$ cat config.mk
export PLATFORM = sky130hd
export DESIGN_NAME = wave_profile_writer_flat
export DESIGN_NICKNAME = d
export VERILOG_FILES = /design/src/rtl/wave_pkg.sv /design/src/rtl/wave_profile_writer_if.sv /design/src/rtl/sine_lut.sv /design/src/rtl/wave_profile_writer.sv /design/src/flat_wrapper.sv
export SDC_FILE = /design/constraint.sdc
export NUM_CORES = 1
export LEC_CHECK = 0
export BUFFER_PORTS_ARGS = -buffer_cell sky130_fd_sc_hd__buf_2
export CAP_MARGIN = 5
export CORE_MARGIN = 2
export CORE_UTILIZATION = 49
export DETAILED_ROUTE_END_ITERATION = 12
export HOLD_SLACK_MARGIN = 0.02
export MAX_ROUTING_LAYER = met4
export PLACE_DENSITY = 0.69
export SKIP_LAST_GASP = 1
export SLEW_MARGIN = 15
export SYNTH_ARGS = -nofsm -noshare
export SYNTH_HDL_FRONTEND = slang
export SYNTH_SLANG_ARGS = --single-unit
$ cat constraint.sdc
create_clock -name vclock -period 5.5 [get_ports vclock]
set_clock_uncertainty 0.15 [all_clocks]
set_input_delay 0.275 -clock vclock [delete_from_list [all_inputs] [get_ports vclock]]
set_output_delay 0.275 -clock vclock [all_outputs]
set_load 0.01 [all_outputs]
$ cat src/rtl/wave_pkg.sv
`default_nettype none
// ============================================================================
// Module      : wave_pkg
// Description : Shared constants and FSM state type for the wave-profile
//               writer (producer side of the display's wave-profile bus).
// Contents    : N_SAMPLES_DEFAULT, CENTER_DEFAULT, SCREEN_H_DEFAULT, PHASE_W,
//               bus field widths, wave_state_t.
// Revision    : 1.0 - initial release
// ============================================================================
package wave_pkg;

    localparam int N_SAMPLES_DEFAULT = 1024;
    localparam int CENTER_DEFAULT    = 382;
    localparam int SCREEN_H_DEFAULT  = 768;
    localparam int PHASE_W           = 16;

    localparam int PROF_W   = 10;
    localparam int ADDR_W   = 10;
    localparam int OFFSET_W = 11;
    localparam int SCROLL_W = 4;
    localparam int AMP_W    = 8;
    localparam int SINE_W   = 8;

    typedef enum logic [1:0] {
        WAIT_FRAME = 2'd0,
        STREAM     = 2'd1,
        DRAIN      = 2'd2
    } wave_state_t;

endpackage
`default_nettype wire

$ cat src/rtl/wave_profile_writer_if.sv
`default_nettype none
// ============================================================================
// Module      : wave_profile_writer_if
// Description : Wave-profile bus between the writer (master) and the pixel
//               display (slave).
// Signals     : wave_prof  - height sample
//               wave_addr  - sample index
//               wave_clk   - 1-cycle data-valid strobe
//               p_offset   - horizontal scroll offset of the frame
//               frame_done - pulse after the last sample of a frame
//               overrun    - sticky frame-start-while-busy flag
// Revision    : 1.0 - initial release
// ============================================================================
interface wave_profile_writer_if;
    import wave_pkg::*;

    logic [PROF_W-1:0]   wave_prof;
    logic [ADDR_W-1:0]   wave_addr;
    logic                wave_clk;
    logic [OFFSET_W-1:0] p_offset;
    logic                frame_done;
    logic                overrun;

    modport master (
        output wave_prof, wave_addr, wave_clk, p_offset, frame_done, overrun
    );

    modport slave (
        input wave_prof, wave_addr, wave_clk, p_offset, frame_done, overrun
    );

endinterface
`default_nettype wire

$ cat src/rtl/sine_lut.sv
`default_nettype none
// ============================================================================
// Module      : sine_lut
// Description : 256-point signed sine, amplitude 127, built from a 65-entry
//               quarter-wave table with quadrant mirroring. Output registered.
// Ports       : clk  - clock
//               rst  - synchronous active-high reset
//               addr - phase[15:8]; bits 7:6 quadrant, bits 5:0 index
//               sine - registered 8-bit signed sample
// Revision    : 1.0 - initial release
// ============================================================================
module sine_lut
    import wave_pkg::*;
(
    input  wire logic                     clk,
    input  wire logic                     rst,
    input  wire logic [7:0]               addr,
    output logic signed [SINE_W-1:0]      sine
);

    // round(127 * sin(pi * k / 128)), k = 0..64
    function automatic logic [6:0] quarter(input logic [6:0] k);
        logic [6:0] v;
        v = 7'd0;
        case (k)
            7'd0:  v = 7'd0;   7'd1:  v = 7'd3;   7'd2:  v = 7'd6;   7'd3:  v = 7'd9;
            7'd4:  v = 7'd12;  7'd5:  v = 7'd16;  7'd6:  v = 7'd19;  7'd7:  v = 7'd22;
            7'd8:  v = 7'd25;  7'd9:  v = 7'd28;  7'd10: v = 7'd31;  7'd11: v = 7'd34;
            7'd12: v = 7'd37;  7'd13: v = 7'd40;  7'd14: v = 7'd43;  7'd15: v = 7'd46;
            7'd16: v = 7'd49;  7'd17: v = 7'd51;  7'd18: v = 7'd54;  7'd19: v = 7'd57;
            7'd20: v = 7'd60;  7'd21: v = 7'd63;  7'd22: v = 7'd65;  7'd23: v = 7'd68;
            7'd24: v = 7'd71;  7'd25: v = 7'd73;  7'd26: v = 7'd76;  7'd27: v = 7'd78;
            7'd28: v = 7'd81;  7'd29: v = 7'd83;  7'd30: v = 7'd85;  7'd31: v = 7'd88;
            7'd32: v = 7'd90;  7'd33: v = 7'd92;  7'd34: v = 7'd94;  7'd35: v = 7'd96;
            7'd36: v = 7'd98;  7'd37: v = 7'd100; 7'd38: v = 7'd102; 7'd39: v = 7'd104;
            7'd40: v = 7'd106; 7'd41: v = 7'd107; 7'd42: v = 7'd109; 7'd43: v = 7'd111;
            7'd44: v = 7'd112; 7'd45: v = 7'd113; 7'd46: v = 7'd115; 7'd47: v = 7'd116;
            7'd48: v = 7'd117; 7'd49: v = 7'd118; 7'd50: v = 7'd120; 7'd51: v = 7'd121;
            7'd52: v = 7'd122; 7'd53: v = 7'd122; 7'd54: v = 7'd123; 7'd55: v = 7'd124;
            7'd56: v = 7'd125; 7'd57: v = 7'd125; 7'd58: v = 7'd126; 7'd59: v = 7'd126;
            7'd60: v = 7'd126; 7'd61: v = 7'd127; 7'd62: v = 7'd127; 7'd63: v = 7'd127;
            7'd64: v = 7'd127;
            default: v = 7'd0;
        endcase
        return v;
    endfunction

    logic [1:0] w_quad;
    logic [5:0] w_idx;
    logic [6:0] w_k;
    logic [7:0] w_mag;

    assign w_quad = addr[7:6];
    assign w_idx  = addr[5:0];
    // Odd quadrants run the table backwards; k = 64 is reachable only there.
    assign w_k    = w_quad[0] ? (7'd64 - {1'b0, w_idx}) : {1'b0, w_idx};
    assign w_mag  = {1'b0, quarter(w_k)};

    always_ff @(posedge clk) begin
        if (rst) begin
            sine <= '0;
        end else begin
            sine <= w_quad[1] ? $signed(-w_mag) : $signed(w_mag);
        end
    end

endmodule
`default_nettype wire

$ cat src/rtl/wave_profile_writer.sv
`default_nettype none
// ============================================================================
// Module      : wave_profile_writer
// Description : Once per frame (vsync falling edge) streams N_SAMPLES surface
//               heights CENTER + (sin(phase) * amplitude) >>> 7 onto the
//               wave-profile bus, and advances the horizontal scroll offset.
// Ports       : vclock       - pixel clock
//               reset        - synchronous active-high reset
//               vsync        - active-low vertical sync
//               scroll_speed - per-frame scroll advance
//               freq_step    - per-sample phase increment
//               amplitude    - unsigned wave amplitude
//               prof         - wave-profile bus (master modport)
// Options     : WAVE_CLAMP_EN - saturate heights to [0, SCREEN_H-1]
// Revision    : 1.0 - initial release
// ============================================================================
module wave_profile_writer
    import wave_pkg::*;
#(
    parameter int N_SAMPLES = N_SAMPLES_DEFAULT,
`ifdef WAVE_CLAMP_EN
    parameter int SCREEN_H  = SCREEN_H_DEFAULT,
`endif
    parameter int CENTER    = CENTER_DEFAULT
)(
    input  wire logic                  vclock,
    input  wire logic                  reset,
    input  wire logic                  vsync,
    input  wire logic [SCROLL_W-1:0]   scroll_speed,
    input  wire logic [PHASE_W-1:0]    freq_step,
    input  wire logic [AMP_W-1:0]      amplitude,
    wave_profile_writer_if.master      prof
);

    localparam logic [ADDR_W-1:0] c_last_idx = ADDR_W'(N_SAMPLES - 1);

    // ---------------- control ----------------
    wave_state_t          r_state, w_state_next;
    logic                 r_vsync_d;
    logic                 w_frame_start;
    logic                 r_drain_cnt;
    logic [PHASE_W-1:0]   r_frame_phase;
    logic [PHASE_W-1:0]   r_phase;
    logic [ADDR_W-1:0]    r_idx;
    logic [PHASE_W-1:0]   r_freq_sh;
    logic [AMP_W-1:0]     r_amp_sh;
    logic [OFFSET_W-1:0]  r_p_offset;
    logic                 r_overrun;
    logic [PHASE_W-1:0]   w_scroll_step;
    logic [PHASE_W-1:0]   w_frame_phase_next;
    logic                 w_issue;
    logic                 w_issue_last;

    assign w_frame_start      = r_vsync_d & ~vsync;
    assign w_scroll_step      = {{(PHASE_W-SCROLL_W){1'b0}}, scroll_speed} * freq_step;
    assign w_frame_phase_next = r_frame_phase + w_scroll_step;
    assign w_issue            = (r_state == STREAM);
    assign w_issue_last       = w_issue && (r_idx == c_last_idx);

    always_ff @(posedge vclock) begin
        if (reset) begin
            r_state <= WAIT_FRAME;
        end else begin
            r_state <= w_state_next;
        end
    end

    always_comb begin
        w_state_next = r_state;
        unique case (r_state)
            WAIT_FRAME: if (w_frame_start) w_state_next = STREAM;
            STREAM:     if (r_idx == c_last_idx) w_state_next = DRAIN;
            DRAIN:      if (r_drain_cnt) w_state_next = WAIT_FRAME;
            default:    w_state_next = WAIT_FRAME;
        endcase
    end

    always_ff @(posedge vclock) begin
        if (reset) begin
            r_vsync_d     <= 1'b0;
            r_drain_cnt   <= 1'b0;
            r_frame_phase <= '0;
            r_phase       <= '0;
            r_idx         <= '0;
            r_freq_sh     <= '0;
            r_amp_sh      <= '0;
            r_p_offset    <= '0;
            r_overrun     <= 1'b0;
        end else begin
            r_vsync_d <= vsync;
            unique case (r_state)
                WAIT_FRAME: begin
                    if (w_frame_start) begin
                        r_freq_sh     <= freq_step;
                        r_amp_sh      <= amplitude;
                        r_p_offset    <= r_p_offset + {{(OFFSET_W-SCROLL_W){1'b0}}, scroll_speed};
                        r_frame_phase <= w_frame_phase_next;
                        r_phase       <= w_frame_phase_next;
                        r_idx         <= '0;
                        r_drain_cnt   <= 1'b0;
                    end
                end
                STREAM: begin
                    r_phase <= r_phase + r_freq_sh;
                    r_idx   <= r_idx + 1'b1;
                    if (w_frame_start) r_overrun <= 1'b1;
                end
                DRAIN: begin
                    r_drain_cnt <= ~r_drain_cnt;
                    if (w_frame_start) r_overrun <= 1'b1;
                end
                default: ;
            endcase
        end
    end

    // ---------------- stage 1: LUT read ----------------
    logic signed [SINE_W-1:0] w_sine;
    logic                     r_s1_valid, r_s1_last;
    logic [ADDR_W-1:0]        r_s1_addr;

    sine_lut u_sine_lut (
        .clk  (vclock),
        .rst  (reset),
        .addr (r_phase[PHASE_W-1:PHASE_W-8]),
        .sine (w_sine)
    );

    // ---------------- stage 2: scale and offset ----------------
    logic signed [15:0] w_sine_ext, w_amp_ext, w_s, w_s_sh;
    logic signed [11:0] w_h, r_h;
    logic               r_s2_valid, r_s2_last;
    logic [ADDR_W-1:0]  r_s2_addr;

    assign w_sine_ext = {{8{w_sine[SINE_W-1]}}, w_sine};
    assign w_amp_ext  = {8'd0, r_amp_sh};
    assign w_s        = w_sine_ext * w_amp_ext;
    assign w_s_sh     = w_s >>> 7;
    // |s >>> 7| <= 254, so the low 12 bits carry the full value.
    assign w_h        = $signed(12'(CENTER) + w_s_sh[11:0]);

    // ---------------- output formatting ----------------
    logic [PROF_W-1:0] w_prof;
    logic              w_unused;

`ifdef WAVE_CLAMP_EN
    localparam logic signed [11:0] c_h_max = 12'(SCREEN_H - 1);

    always_comb begin
        w_prof = r_h[PROF_W-1:0];
        if (r_h < 12'sd0) begin
            w_prof = '0;
        end else if (r_h > c_h_max) begin
            w_prof = c_h_max[PROF_W-1:0];
        end
    end
    assign w_unused = ^{1'b0, w_s_sh[15:12]};
`else
    assign w_prof   = r_h[PROF_W-1:0];
    assign w_unused = ^{1'b0, w_s_sh[15:12], r_h[11:10]};
`endif

    // ---------------- pipeline registers ----------------
    logic [PROF_W-1:0] r_wave_prof;
    logic [ADDR_W-1:0] r_wave_addr;
    logic              r_wave_clk, r_out_last, r_frame_done;

    always_ff @(posedge vclock) begin
        if (reset) begin
            r_s1_valid   <= 1'b0;
            r_s1_last    <= 1'b0;
            r_s1_addr    <= '0;
            r_s2_valid   <= 1'b0;
            r_s2_last    <= 1'b0;
            r_s2_addr    <= '0;
            r_h          <= '0;
            r_wave_prof  <= '0;
            r_wave_addr  <= '0;
            r_wave_clk   <= 1'b0;
            r_out_last   <= 1'b0;
            r_frame_done <= 1'b0;
        end else begin
            r_s1_valid <= w_issue;
            r_s1_last  <= w_issue_last;
            r_s1_addr  <= r_idx;

            r_s2_valid <= r_s1_valid;
            r_s2_last  <= r_s1_last;
            r_s2_addr  <= r_s1_addr;
            r_h        <= w_h;

            r_wave_clk <= r_s2_valid;
            r_out_last <= r_s2_valid & r_s2_last;
            if (r_s2_valid) begin
                r_wave_prof <= w_prof;
                r_wave_addr <= r_s2_addr;
            end
            // One cycle after the final strobe leaves the output register.
            r_frame_done <= r_wave_clk & r_out_last;
        end
    end

    assign prof.wave_prof  = r_wave_prof;
    assign prof.wave_addr  = r_wave_addr;
    assign prof.wave_clk   = r_wave_clk;
    assign prof.p_offset   = r_p_offset;
    assign prof.frame_done = r_frame_done;
    assign prof.overrun    = r_overrun;

endmodule
`default_nettype wire

$ cat src/flat_wrapper.sv
// flat-port wrapper written by rule: the top's interface ports become plain ports
module wave_profile_writer_flat import wave_pkg::*;
#(
    parameter int N_SAMPLES = N_SAMPLES_DEFAULT,

    parameter int CENTER    = CENTER_DEFAULT
)
  (vclock, reset, vsync, scroll_speed, freq_step, amplitude, prof_wave_prof, prof_wave_addr, prof_wave_clk, prof_p_offset, prof_frame_done, prof_overrun);
  wave_profile_writer_if prof_i ();
  input  wire logic vclock;
  input  wire logic reset;
  input  wire logic vsync;
  input  wire logic [SCROLL_W-1:0] scroll_speed;
  input  wire logic [PHASE_W-1:0] freq_step;
  input  wire logic [AMP_W-1:0] amplitude;
  output wire logic [$bits(prof_i.wave_prof)-1:0] prof_wave_prof;
  output wire logic [$bits(prof_i.wave_addr)-1:0] prof_wave_addr;
  output wire logic [$bits(prof_i.wave_clk)-1:0] prof_wave_clk;
  output wire logic [$bits(prof_i.p_offset)-1:0] prof_p_offset;
  output wire logic [$bits(prof_i.frame_done)-1:0] prof_frame_done;
  output wire logic [$bits(prof_i.overrun)-1:0] prof_overrun;
  assign prof_wave_prof = prof_i.wave_prof;
  assign prof_wave_addr = prof_i.wave_addr;
  assign prof_wave_clk = prof_i.wave_clk;
  assign prof_p_offset = prof_i.p_offset;
  assign prof_frame_done = prof_i.frame_done;
  assign prof_overrun = prof_i.overrun;
  wave_profile_writer #(.N_SAMPLES(N_SAMPLES), .CENTER(CENTER)) u_core (.vclock(vclock), .reset(reset), .vsync(vsync), .scroll_speed(scroll_speed), .freq_step(freq_step), .amplitude(amplitude), .prof(prof_i));
endmodule
Word level (Yosys, flattened, before mapping)
Memories as Yosys holds them, arrays and structs flattened.
Index checks and enable logic that the tools add are counted.
- logic and storage cells: 69
- memories: 1
- flip-flop bits (word level): 147
- ROM bits: 896
- $add $sub $neg: 7
- muxes and demuxes: 12
- bitwise operators: 6
- multiply operators: 2
- equality and inequality tests: 6
- reduce and logical (&&, ||, !) cells: 11
- memories (memory ; depth ; bits a word ; read ports ; clocked after Yosys merged registers in ; write ports ; RTL line ; text):
    (no name shown) ; 128 ; 7 ; 1 ; 0 ; 0 ; sine_lut.sv:25 ; case (k)
- operators with widths (operator ; count):
    adder 16 bit ; 2
    case mux 16 bit (2 select lines) ; 1
    case mux 10 bit (2 select lines) ; 1
    multiplier 4 x 16 -> 16 bit ; 1
    multiplier 8 x 9 -> 16 bit ; 1
    two-way mux 16 bit ; 1
    two-way mux 7 bit ; 2
    adder 11 x 4 -> 11 bit ; 1
    adder 10 x 1 -> 10 bit (second input constant) ; 1
    adder 10 x 9 -> 10 bit (first input constant) ; 1
    equality test 10 bit (second input constant) ; 1
    two-way mux 10 bit ; 1
    negator 7 -> 8 bit ; 1
    AND reduction 2 bit ; 4
    subtractor 7 x 6 -> 7 bit (first input constant) ; 1
    two-way mux 2 bit ; 3
    case mux 2 bit (3 select lines) ; 1
    != test 2 x 1 -> 1 bit (second input constant) ; 2
    nonzero test 2 bit ; 2
    OR reduction 2 bit ; 2
    bitwise AND 1 bit ; 3
    inverter 1 bit ; 3
    AND reduction 3 bit ; 1
    equality test 2 x 1 -> 1 bit (second input constant) ; 1
    6 further kinds ; 6

Logic depth before layout (Yosys ltp)
An unclocked memory read counts as a cell.
- word-level depth: 5
- depth in mapped cells: 21
- mapped depth without buffers: 20

By module
Synthesis repeated with hierarchy kept, for this count alone.
- cell total of the unflattened synthesis: 1363
- area, all modules: 11631.2 um2
- modules (own cells, without submodules) (module ; area an instance (um2) ; instances ; cells each):
    wave_profile_writer ; 9789.4 ; 1 ; 1124
    sine_lut ; 1841.8 ; 1 ; 239

Worst setup path after synthesis
Ideal clock, no wire load.
- kind: reg2reg
- start: register u_core.r_amp_sh[0]
- end: register u_core.r_h[7]
- stages on the path, launching flop included: 19
- arrival time: 4979 ps
- buffers on the path: 0
- slack: 243 ps
- data required time: 5222 ps
- cell sequence: dfxtp_1 -> nand2b_1 -> fa_1 -> fa_1 -> inv_1 -> fa_1 -> inv_1 -> fa_1 -> inv_1 -> ha_1 -> nand2_1 -> nor3_1 -> a2111oi_0 -> or2_2 -> ha_1 -> or3b_2 -> nor3_1 -> xor2_1 -> nor2_1
- word-level cells in the longest chain between the ends: 2
- ends and longest elaborated chain (element ; RTL line ; text):
    from (decl) ; wave_profile_writer.sv:46 ; logic [AMP_W-1:0] r_amp_sh;
    from (signal assigned) ; wave_profile_writer.sv:95 ; r_amp_sh <= amplitude;
    multiplier 8 x 9 -> 16 bit ; wave_profile_writer.sv:137 ; assign w_s = w_sine_ext * w_amp_ext;
    adder 10 x 9 -> 10 bit ; wave_profile_writer.sv:140 ; assign w_h = $signed(12'(CENTER) + w_s_sh[11:0]);
    to (signal assigned) ; wave_profile_writer.sv:190 ; r_h <= w_h;
    to (decl) ; wave_profile_writer.sv:131 ; logic signed [11:0] w_h, r_h;
Every way passes these cells.
A chain may end at the register's enable or synchronous reset.

Worst setup path after layout
Same ends and word-level chain as after synthesis.

==> results.md <==
- Status: completed
- Critical-path cell with the highest stage delay: fa_1
- Worst Max-Slew Pin Slew: 1.08 ns
- Total routing resource utilization after global routing: 0.225
- Estimated wirelength of the detail-placed design: 18700 um
- Dominant delay contributor by cell family on the critical path: adder cells
- Post-Syn Instances: 1328
- Worst path buffer plus inverter count: 4
- Endpoint of the worst hold path: u_core.prof.wave_prof[9]$_SDFFE_PP0P_
- Area added between synthesis and finish: 13.0%
- Number of nets in the finished design: 1590
- Timing-limited maximum frequency: 189 MHz
- Number of library cell types mapped by synthesis: 78
- Multiplexer share of the synthesized area: 0.0271
- Number of search-and-repair iterations in the first detailed-routing pass: 5
- Ratio of total power to cell area: 290 mW/mm^2
- Top library cells by usage in the layout, fill and taps aside: nand2_1, dfxtp_1, nor2_1
- Syn nets: 1523
- Wire length after detailed routing: 25400 um
- Reg2Reg Launch Point: u_core.r_amp_sh[0]$_SDFFE_PP0P_
- Source-to-sink clock delay at the later pin of the worst-skew pair: 0.44 ns
- Vias after detailed routing: 9088
- Count of final max-slew check failures: 0
- Setup slack of the critical path after layout: 0.200 ns
- Chain of cells forming the critical path: nand2b_1, fa_1, fa_1, inv_1, fa_1, inv_1, fa_1, inv_1, ha_1, nand2_1, nor3_1, a2111oi_2, buf_4, or2_2, ha_1, or3b_2, nor3_4, xor2_1, nor2_1
- Worst vdd ir: 0.184 mV
- Critical path required time: 5.64 ns
- Complex-gate fraction of the synthesized area: 0.136
- Total Neg Setup Slack: 0 ns
- Port-buffer cells: 64
- Width of the die: 155 um
- Global-route congestion overflow total: 0
- Vias in the first global route: 8884
- Endpoint of the worst-slack reg-to-reg timing path: u_core.r_h[7]$_SDFF_PP0_
- Dominant combinational cell family by area after synthesis: adder cells
- Number of synthesized flops with an enable pin: 0
- Per-instance average area after synthesis: 8.41 um^2
- Maximum number of pins on one net before global-route repair: 82
- CTS root buffer: clkbuf_16
- Die Height: 155 um
- Sequential fraction of the synthesis area: 0.264
- Cts bufs inserted: 17
- Violation count after the first detailed-routing iteration: 436
- Startpoint of the worst setup timing path: u_core.r_amp_sh[0]$_SDFFE_PP0P_
- Most prevalent standard cell on the critical path: fa_1
- Antenna violations before repair: 0
- Min-Delay Path Depth: 2
- Core area: 0.0225 mm^2
- Starting density of the core: 0.496
- Register bit total from synthesis: 147
- Final number of hold-violating endpoints: 0
- H-tree levels: 4
- Commonest non-fill, non-tap cell in the layout: nand2_1
- Origin of the worst min-delay path: reset
- Dpl ws: 0.0230 ns
- Critical Setup Path Class: reg2reg
- Maximum clock insertion buffer count: 2
- Number of warnings reported in the yosys synthesis log: 0
- Final standard cell area without fillers: 0.0126 mm^2
- Normalized max-slew margin: 0.272
- Std cell rows: 55
- XOR/XNOR share of the synthesized area: 0.0569
- R2r worst-path depth: 19
- Clock sink count: 147
- # DRC: 0
- Longest individual stage delay on the worst path: 0.58 ns
- Number of max-cap violations: 0
- HP Class: in2reg
- Instance area at placement: 0.0117 mm^2
- Total instance count after detailed placement: 1636
- Final clock period utilization by the worst path: 0.964
- Number of vias per cell: 5.37
- Post-synthesis share of cell area spent on and, or, nand and nor gates: 0.222
- Wire length of the first global-routing pass: 42800 um
- Number of setup violations in the final report: 0
- Post-Syn Area: 0.0112 mm^2
- Fraction of layout cells with a size suffix above 1: 0.107
- Gpl congestion: 0.860
- Most used DFF post-synth: dfxtp_1
- Worst setup EP type: flip-flop
- Number of top-level design ports: 65
- Leakage power summed over all cells: 5.68 nW
- Reg clk slew, reported paths: 0.07 ns
- Reg2reg setup slack: 0.20 ns
- Time the worst path needs with I/O delays and setup: 5.30 ns
- Die Footprint: 0.0240 mm^2
- Share of synthesized registers carrying an async set or reset: 0
- Adder-cell area share of the yosys netlist: 0.234
- Wire per inst: 15.0 um
- Fin cells: 1693
- Setup crit start kind: flip-flop
- Antenna-violating nets left: 0
- ANT cells: 0
- Filler Cell Count: 2062
- Crit-path max FO: 6
- Arrival time of data at the critical path endpoint: 5.44 ns
- CTS tree: yes
-- worst max-delay path by stage --
stage / endpoint / cells after the start
CTS: u_core.r_h[7]$_SDFF_PP0_ / 19
global route: u_core.r_h[7]$_SDFF_PP0_ / 19
detailed placement: u_core.r_h[7]$_SDFF_PP0_ / 19
finish: u_core.r_h[7]$_SDFF_PP0_ / 19
floorplan: u_core.r_h[7]$_SDFF_PP0_ / 18
global placement: u_core.r_h[7]$_SDFF_PP0_ / 19
-- layer usage --
metal | vias to the layer above | routed length (um) | track usage
met5 | - | 0 | -
met4 | 0 | 547 | 0.0728
met3 | 36 | 919 | 0.0373
met2 | 187 | 12000 | 0.372
met1 | 4267 | 11900 | 0.282
li1 | 4598 | - | -
-- metrics by stage --
stage | hold slack, ns | util | total power, W
floorplan | 0.204 | - | 0.00219
global placement | 0.250 | 0.521 | 0.00245
detailed placement | 0.251 | 0.521 | 0.00247
CTS | 0.259 | 0.559 | 0.00367
global route | 0.282 | 0.561 | 0.00389
finish | 0.252 | 0.561 | 0.00366
-- kinds of logic (layout without fill, tap and decap cells) --
family | after synthesis | after routing
AOI/OAI and AO/OA | 233 | 233
xor gates and xnor gates | 70 | 70
adders and majority gates | 164 | 164
buffers and inverters | 166 | 246
DFF | 147 | 147
muxes | 30 | 30
and+or+nand+nor | 518 | 518
-- state kept, by name, indices dropped and copies added, names as in the netlist, 2 cells and up --
name / flops
u_core.r_frame_phase: 16
u_core.r_freq_sh: 16
u_core.r_phase: 16
u_core.prof.p_offset: 11
u_core.prof.wave_addr: 10
u_core.prof.wave_prof: 10
u_core.r_h: 10
u_core.r_idx: 10
u_core.r_s1_addr: 10
u_core.r_s2_addr: 10
u_core.r_amp_sh: 8
u_core.u_sine_lut.sine: 8
u_core.r_state: 2
-- area by class of cell --
class	instances	area (um^2)	share of cell area
Timing Repair Buffer	109	723	0.0573
Inverter	105	394	0.0312
Sequential cell	147	2950	0.234
Clock inverter	15	185	0.0147
Tap cell	285	357	0.0283
Clock buffer	17	425	0.0337
Multi-Input combinational cell	1015	7580	0.601
-- power breakdown --
group          leakage [nW]  switching [W]  internal [W]  total [W]
clock                 0.293       0.000567      0.000617    0.00118
combinational          4.19       0.000730      0.000528    0.00126
sequential             1.20      0.0000800       0.00114    0.00122
total                  5.68        0.00138       0.00229    0.00366
-- Yosys cell counts (all sizes together), types with 6 or more instances --
cell type,n,area share
nand2,173,0.058
dfxtp,147,0.26
nor2,132,0.045
inv,105,0.035
a21oi,91,0.041
ha,89,0.10
fa,75,0.13
and2,66,0.037
clkbuf,43,0.014
xnor2,43,0.035
nor2b,37,0.021
o21ai,35,0.016
nor3,34,0.015
mux2i,28,0.025
xor2,27,0.022
a211oi,23,0.016
buf,18,0.010
nand3,16,0.0072
and3,15,0.0084
nand2b,11,0.0068
a31oi,10,0.0056
o31ai,10,0.0084
a21o,9,0.0061
o211ai,8,0.0054
a211o,6,0.0047
-- timing repair --
item | CTS | global route
gates resized for setup | 0 | 12
endpoints found under the hold margin | 25 | 0
hold buffers | 25 | 0
setup buffers | 0 | 0
setup endpoints to repair | 0 | 4
(Power assumes the default switching activity.)
